===== src/rtl/pwm_pkg.sv =====
// Shared types and helpers for the multi-channel PWM generator.
package pwm_pkg;

  typedef enum logic {
    PWM_EDGE   = 1'b0,
    PWM_CENTER = 1'b1
  } pwm_mode_t;

  // Width of a channel index; a single channel still gets a 1-bit select.
  function automatic int ch_width(input int channels);
    return (channels > 1) ? $clog2(channels) : 1;
  endfunction

endpackage


===== src/rtl/pwm_chan.sv =====
// One PWM channel: double-buffered duty (pending/active) and a registered
// compare against the shared period counter.
module pwm_chan #(
  parameter int WIDTH = 11
) (
  input  logic             clk,
  input  logic             rst,
  input  logic             en,
  input  logic             load,
  input  logic             wr,
  input  logic [WIDTH-1:0] wr_duty,
  input  logic [WIDTH-1:0] cnt,
  output logic             pwm
);

  logic [WIDTH-1:0] pending;
  logic [WIDTH-1:0] active;

  // NOTE: duty registers are plain flops, not a memory, so they are reset
  // along with everything else; a reset must never replay a stale duty.
  always_ff @(posedge clk) begin
    if (rst) begin
      pending <= '0;
      active  <= '0;
      pwm     <= 1'b0;
    end else begin
      if (wr) pending <= wr_duty;
      // A same-cycle write lands in pending; active takes the older value.
      if (load) active <= pending;
      pwm <= en && (cnt < active);
    end
  end

endmodule


===== src/rtl/pwm_multi.sv =====
// Multi-channel PWM: one shared edge/center-aligned period counter feeding
// CHANNELS compare outputs whose duties swap in only at period boundaries.
module pwm_multi
  import pwm_pkg::*;
#(
  parameter  int WIDTH    = 11,
  parameter  int CHANNELS = 4,
  localparam int CH_W     = ch_width(CHANNELS)
) (
  input  logic                clk,
  input  logic                rst,
  input  logic                en,
  input  logic                mode_in,
  input  logic                wr_en,
  input  logic [CH_W-1:0]     wr_ch,
  input  logic [WIDTH-1:0]    wr_duty,
  output logic [CHANNELS-1:0] pwm_out,
  output logic                period_start
);

  localparam logic [WIDTH-1:0] MAX = '1;
  localparam logic [WIDTH-1:0] ONE = WIDTH'(1);

  logic [WIDTH-1:0]    cnt;
  logic                dir_down;
  pwm_mode_t           mode;
  logic                boundary;
  logic                load;
  logic                wr_valid;
  logic [CHANNELS-1:0] wr_sel;

  // Boundary = last cycle of a period, i.e. the next count is zero.
  // NOTE: every combinational output gets a default first so no latch forms.
  always_comb begin
    boundary = 1'b0;
    if (en) begin
      if (mode == PWM_EDGE) boundary = (cnt == MAX);
      else                  boundary = dir_down && (cnt == ONE);
    end
  end

  // While idle the active duties follow pending so a restart uses them at once.
  assign load     = boundary || !en;
  assign wr_valid = wr_en && (int'(wr_ch) < CHANNELS);

  // NOTE: sequential state uses non-blocking assignments so every flop
  // samples pre-edge values regardless of statement order.
  always_ff @(posedge clk) begin
    if (rst) begin
      cnt          <= '0;
      dir_down     <= 1'b0;
      mode         <= PWM_EDGE;
      period_start <= 1'b0;
    end else begin
      period_start <= en && (cnt == '0);
      if (!en || boundary) begin
        cnt      <= '0;
        dir_down <= 1'b0;
        mode     <= pwm_mode_t'(mode_in);
      end else if (mode == PWM_CENTER && !dir_down && cnt == MAX) begin
        dir_down <= 1'b1;
        cnt      <= MAX - ONE;
      end else if (dir_down) begin
        cnt <= cnt - ONE;
      end else begin
        cnt <= cnt + ONE;
      end
    end
  end

  for (genvar i = 0; i < CHANNELS; i++) begin : g_chan
    assign wr_sel[i] = wr_valid && (int'(wr_ch) == i);

    pwm_chan #(
      .WIDTH (WIDTH)
    ) u_chan (
      .clk     (clk),
      .rst     (rst),
      .en      (en),
      .load    (load),
      .wr      (wr_sel[i]),
      .wr_duty (wr_duty),
      .cnt     (cnt),
      .pwm     (pwm_out[i])
    );
  end

endmodule


===== config.mk =====
export PLATFORM = sky130hd
export DESIGN_NAME = pwm_multi
export DESIGN_NICKNAME = d
export VERILOG_FILES = /design/src/rtl/pwm_pkg.sv /design/src/rtl/pwm_chan.sv /design/src/rtl/pwm_multi.sv
export SDC_FILE = /design/constraint.sdc
export NUM_CORES = 1
export LEC_CHECK = 0
export CAP_MARGIN = 20
export CORE_ASPECT_RATIO = 1.1
export CORE_MARGIN = 2
export CORE_UTILIZATION = 60
export CTS_CLUSTER_SIZE = 8
export DETAILED_ROUTE_END_ITERATION = 8
export DONT_BUFFER_PORTS = 1
export HOLD_SLACK_MARGIN = 0.12
export PLACE_DENSITY = 0.87
export RECOVER_POWER = 25
export SLEW_MARGIN = 5
export SYNTH_ARGS = -nofsm -noshare
export SYNTH_HDL_FRONTEND = slang
export SYNTH_SLANG_ARGS = --single-unit

===== constraint.sdc =====
create_clock -name clk -period 4.7 [get_ports clk]
set_clock_uncertainty 0.1 [all_clocks]
set_input_delay 0.235 -clock clk [delete_from_list [all_inputs] [get_ports clk]]
set_output_delay 0.235 -clock clk [all_outputs]
set_load 0.03 [all_outputs]

# Word level (Yosys, flattened, before mapping)

Cells that the tools add are included.

Bits in registers: 106
Output and inout bits: 5
Bits of input ports: 18

Reductions and logical operators: 19
Equal/unequal tests: 5
Order comparisons: 4
$add $sub $neg: 2
Muxes and demuxes: 4

Operators by type and width:

| cell                    | count |
|---|---|
| $lt A11 B11 Y1          | 4 |
| $mux W11                | 2 |
| $logic_and A1 B1 Y1     | 12 |
| $add A11 B1 Y11 const B | 1 |
| $eq A11 B1 Y1 const B   | 1 |
| $eq A11 B11 Y1 const B  | 1 |
| $logic_not A11 Y1       | 1 |
| $sub A11 B1 Y11 const B | 1 |
| $eq A2 B2 Y1 const B    | 2 |
| $reduce_or A3 Y1        | 1 |
| $eq A2 B1 Y1 const B    | 1 |
| $logic_not A1 Y1        | 2 |
| $logic_not A2 Y1        | 1 |
| $mux W1                 | 2 |
| $reduce_or A2 Y1        | 1 |
| $logic_or A1 B1 Y1      | 1 |

# Depth between registers and ports, before layout

Depth in word-level cells: 6
Depth in mapped cells: 8
Mapped depth without buffers: 7

# Modules after synthesis

A second synthesis with hierarchy kept.

Cells, all modules: 525
Area total of the unflattened synthesis: 5062.4 um^2

Modules (own cells, without submodules):

| module    | area each (um^2) | cells each | instances |
|---|---|---|---|
| pwm_chan  | 1036.0           | 106        | 4 |
| pwm_multi | 918.4            | 101        | 1 |

# Worst setup path after synthesis

No wires, ideal clock.

Path type: register -> register
From: reg cnt[6]
To: reg g_chan[1].u_chan.active[4]
Cell stages (with the launch flop): 9
Arrival: 1.949 ns
Slack: 2.523 ns
Setup time: 0.128 ns
Path buffers: 3
Data required time: 4.472 ns
Cells stage by stage: dfxtp_1 > clkbuf_2 > or4_1 > buf_2 > o41ai_4 > nor2_2 > buf_6 > mux2i_1 > nor2_1

Longest elaborated chain between the ends: 5

RTL lines:

| item                   | RTL line        | source |
|---|---|---|
| start, declared        | pwm_multi.sv:24 | `logic [WIDTH-1:0] cnt;` |
| start signal, assigned | pwm_multi.sv:62 | `cnt <= MAX - ONE;` |
| start signal, assigned | pwm_multi.sv:64 | `cnt <= cnt - ONE;` |
| start signal, assigned | pwm_multi.sv:66 | `cnt <= cnt + ONE;` |
| $eq A11 B1 Y1          | pwm_multi.sv:38 | `else boundary = dir_down && (cnt == ONE);` |
| $logic_and A1 B1 Y1    | pwm_multi.sv:38 |  |
| $mux W1 *              | pwm_multi.sv:37 | `if (mode == PWM_EDGE) boundary = (cnt == MAX);` |
| $mux W1 *              | pwm_multi.sv:36 | `if (en) begin` |
| $logic_or A1 B1 Y1 *   | pwm_multi.sv:43 | `assign load = boundary \|\| !en;` |
| end signal, assigned   | pwm_chan.sv:29  | `if (load) active <= pending;` |
| end, declared          | pwm_chan.sv:17  | `logic [WIDTH-1:0] active;` |

Mark *: on every way between the ends. The rest lies on a longest branch, timed or not.
A chain may end at the register's enable or synchronous reset.

# Worst setup path in the final report

From: reg cnt[1]
To: reg mode

Longest elaborated chain between the ends: 5

RTL lines:

| item                 | RTL line        | source |
|---|---|---|
| $eq A11 B1 Y1        | pwm_multi.sv:38 |  |
| $logic_and A1 B1 Y1  | pwm_multi.sv:38 |  |
| $mux W1 *            | pwm_multi.sv:37 |  |
| $mux W1 *            | pwm_multi.sv:36 |  |
| $logic_or A1 B1 Y1 * | pwm_multi.sv:56 | `if (!en \|\| boundary) begin` |
| end signal, assigned | pwm_multi.sv:59 | `mode <= pwm_mode_t'(mode_in);` |
| end, declared        | pwm_multi.sv:26 | `pwm_mode_t mode;` |

Marks and branches as above.

==> results.py <==
metrics = {
    "placed_design": {
        "dp.cells": 642,
        "place_congestion": 0.884,
        "io_buffers": 0,
        "dpl_worst_slack_ps": 2070,
        "placed_area_sq_um": 5040,
        "hpwl_mm": 7.26,
    },
    "yosys": {
        "ys_types": 41,
        "yosys_most_used_dff": "dfxtp_1",
        "avgSynthCellArea_sq_um": 9.01,
        "synth_cells": 559,
        "synth-warning-count": 0,
        "synth-seq-cells": 106,
        "ys_seq_area_share_pct": 42.1,
        "syn_area_sq_um": 5040,
        "syn-num-nets": 620,
        "synth_async_sr_flop_share_pct": 0,
        "synth_edf_count": 0,
    },
    "clock_tree": {
        "h-tree-depth": 3,
        "cts_buffers": 9,
        "cts_tree": "built",
        "root_buffer": "clkbuf_8",
        "cts_sinks": 106,
        "postCtsSetupBuffers": 0,
        "cts_buffer_depth": 2,
        "cts_resized": 0,
        "clock_latency_ps": 360,
        "clkSlewWorstSetupHoldPaths_ps": 90,
    },
    "detailed_routing": {
        "ant_nets": 0,
        "dr.pass1.iters": 4,
        "wl_mm": 10.7,
        "drcViolationCount": 0,
        "routedWlPerCell_microns": 15.9,
        "vias_per_cell": 5.69,
        "vias": 3825,
        "drt_iter0_markers": 163,
    },
    "power": {
        "power.total_mw": 1.60,
        "p_int_mw": 1.22,
        "p_seq_share_pct": 58.7,
        "leakagePower_nw": 2.22,
        "vdd_ir_drop_max_mv": 0.210,
        "power_switching_mw": 0.385,
        "switching_share_pct": 24.1,
        "powerDensity_nw_per_um2": 296,
        "combPwrFrac_pct": 7.6,
        "pwr-share-clk_pct": 33.7,
    },
    "floorplanning": {
        "die-area_sq_um": 9150,
        "start_util_pct": 60.9,
        "row_count": 35,
        "core_sq_um": 8280,
        "die-width_microns": 91.4,
        "fp.dieH_microns": 100,
        "pin_count": 23,
    },
    "setup_path": {
        "cp_slowest_cell": "dlygate4sd3_1",
        "endpoint_kind": "flop",
        "rr_endpoint": "mode",
        "path_delay_family": "buffers and inverters",
        "regToRegSetupSlack_ps": 1530,
        "arrival_ps": 3370,
        "cp_cell_sequence": "ha_1 > nand4_1 > nor3_1 > o21ai_0 > dlygate4sd3_1 > a21oi_1 > dlygate4sd3_1",
        "r2r_cells": 7,
        "cp_common_cell": "dlygate4sd3_1",
        "path_max_fanout": 8,
        "startpoint_type": "flop",
        "max_stage_delay_ps": 580,
        "worstPathRequired_ps": 4900,
        "timing.rr.start": "cnt[1]",
        "crit_type": "flop to flop",
        "crit_buf_inv": 2,
    },
    "sta": {
        "setup_viol": 0,
        "tns_ps": 0,
        "min_period_ps": 3170,
        "fin_crit_sh_pct": 67.4,
        "tightest_slew_ps": 1060,
        "rsz0062_at_grt": "false",
        "timing.slew.headroom_pct": 29.2,
        "hold_violations": 0,
        "maxSlewViolCount": 0,
        "finalWorstSetupSlack_ps": 1530,
        "holdWs_ps": 119,
        "fmaxAchievable_mhz": 316,
    },
    "job": {
        "maxCapViolCount": 0,
    },
    "hold_path": {
        "hold_path.class": "input port to flop",
        "holdPathEnd": "g_chan[1].u_chan.active[9]",
        "hold_start": "rst",
        "hold_depth": 2,
    },
    "layout": {
        "drive_above_1_share_pct": 4.10,
        "fill_cells": 621,
        "mostFrequentLayoutCells": "dfxtp_1, nor2_1, mux2i_1",
        "final_cells": 672,
        "final_common_cell": "dfxtp_1",
        "final_core_util_pct": 65.2,
        "fin_area_sq_um": 5400,
        "fin_nets": 619,
        "antenna_cells": 0,
        "syn_to_final_growth_pct": 7.15,
    },
    "run_status": {
        "status": "finished, final reports clean",
    },
    "grt": {
        "grt_max_degree": 90,
        "gr-total-overflow": 0,
        "grt_pass1_wl_mm": 18.1,
        "grt_usage_pct": 24.7,
        "antenna_found_initial": 0,
        "grt_pass1_vias": 3769,
    },
}
-- logic make-up after synthesis --
group / Yosys count / synth area share [%]
compound gates: 78 / 9.81
xor+xnor: 8 / 1.39
fa+ha+maj: 43 / 10.7
buf+inv: 72 / 6.36
flops: 106 / 42.1
mux: 68 / 13.5
simple gates: 184 / 16.1
-- worst max-delay path by stage --
stage	startpoint	slack, ps	endpoint	cells after the start
4_1_cts	cnt[1]	1600	mode	7
3_3_place_gp	cnt[1]	2140	g_chan[2].u_chan.active[8]	7
2_1_floorplan	cnt[6]	2520	g_chan[1].u_chan.active[4]	8
3_5_place_dp	cnt[1]	2070	g_chan[3].u_chan.active[10]	7
5_1_grt	cnt[1]	1310	mode	7
6_report	cnt[1]	1530	mode	7
-- power by group through the flow --
stage / Clock, mW / Sequential [mW] / Combinational [mW]
3_5_place_dp: 0 / 0.960 / 0.0929
3_3_place_gp: 0 / 0.959 / 0.0891
4_1_cts: 0.545 / 0.939 / 0.121
2_1_floorplan: 0 / 0.951 / 0.0936
5_1_grt: 0.584 / 0.942 / 0.134
6_report: 0.539 / 0.939 / 0.122
-- cell usage after synthesis, types with 4 or more instances --
library cell	n	area (sq um)
clkbuf_1	17	63.8
nand2_1	51	191
inv_1	42	158
a211oi_1	10	75.1
dfxtp_1	106	2120
buf_6	4	45.0
ha_1	43	538
a21oi_1	30	150
a2111oi_0	5	43.8
xnor2_1	4	35.0
nand3_1	9	45.0
o21ai_0	14	70.1
o21bai_1	4	30.0
nand3b_1	4	30.0
a21o_1	4	30.0
buf_4	4	30.0
xor2_1	4	35.0
mux2i_1	68	681
o21a_1	4	30.0
or3_1	5	31.3
nor3_1	8	40.0
nand2b_1	6	37.5
nor2_1	85	319
-- area by class of cell --
class	count	area [sq um]	share of cell area, %
clock inverter	4	53.8	0.997
timing repair buffer	18	193	3.57
sequential	106	2120	39.3
multi-input combinational	381	2610	48.3
clock buffer	10	128	2.36
tap	111	139	2.57
inverter	42	158	2.92
-- state kept, by name, indices dropped and copies added (netlist names) --
| register | count |
|---|---|
| g_chan.u_chan.active | 44 |
| mode | 1 |
| cnt | 11 |
| g_chan.u_chan.pending | 44 |
| dir_down | 1 |
| period_start | 1 |
| g_chan.u_chan.pwm | 4 |
-- timing repair --
| action | in CTS | in global routing |
|---|---|---|
| hold endpoints to repair | 89 | 0 |
| hold buffers | 16 | 0 |
| setup endpoints to repair | 0 | 0 |
-- per-layer routing --
metal / vias up / GRT usage [%] / wire length, microns
li1: 1899 / - / -
met1: 1825 / 31.6 / 4790
met2: 77 / 41.1 / 5250
met3: 24 / 4.13 / 352
met4: 0 / 11.3 / 294
met5: - / 0 / 0
Note: power is estimated with default switching activity, not from simulation.
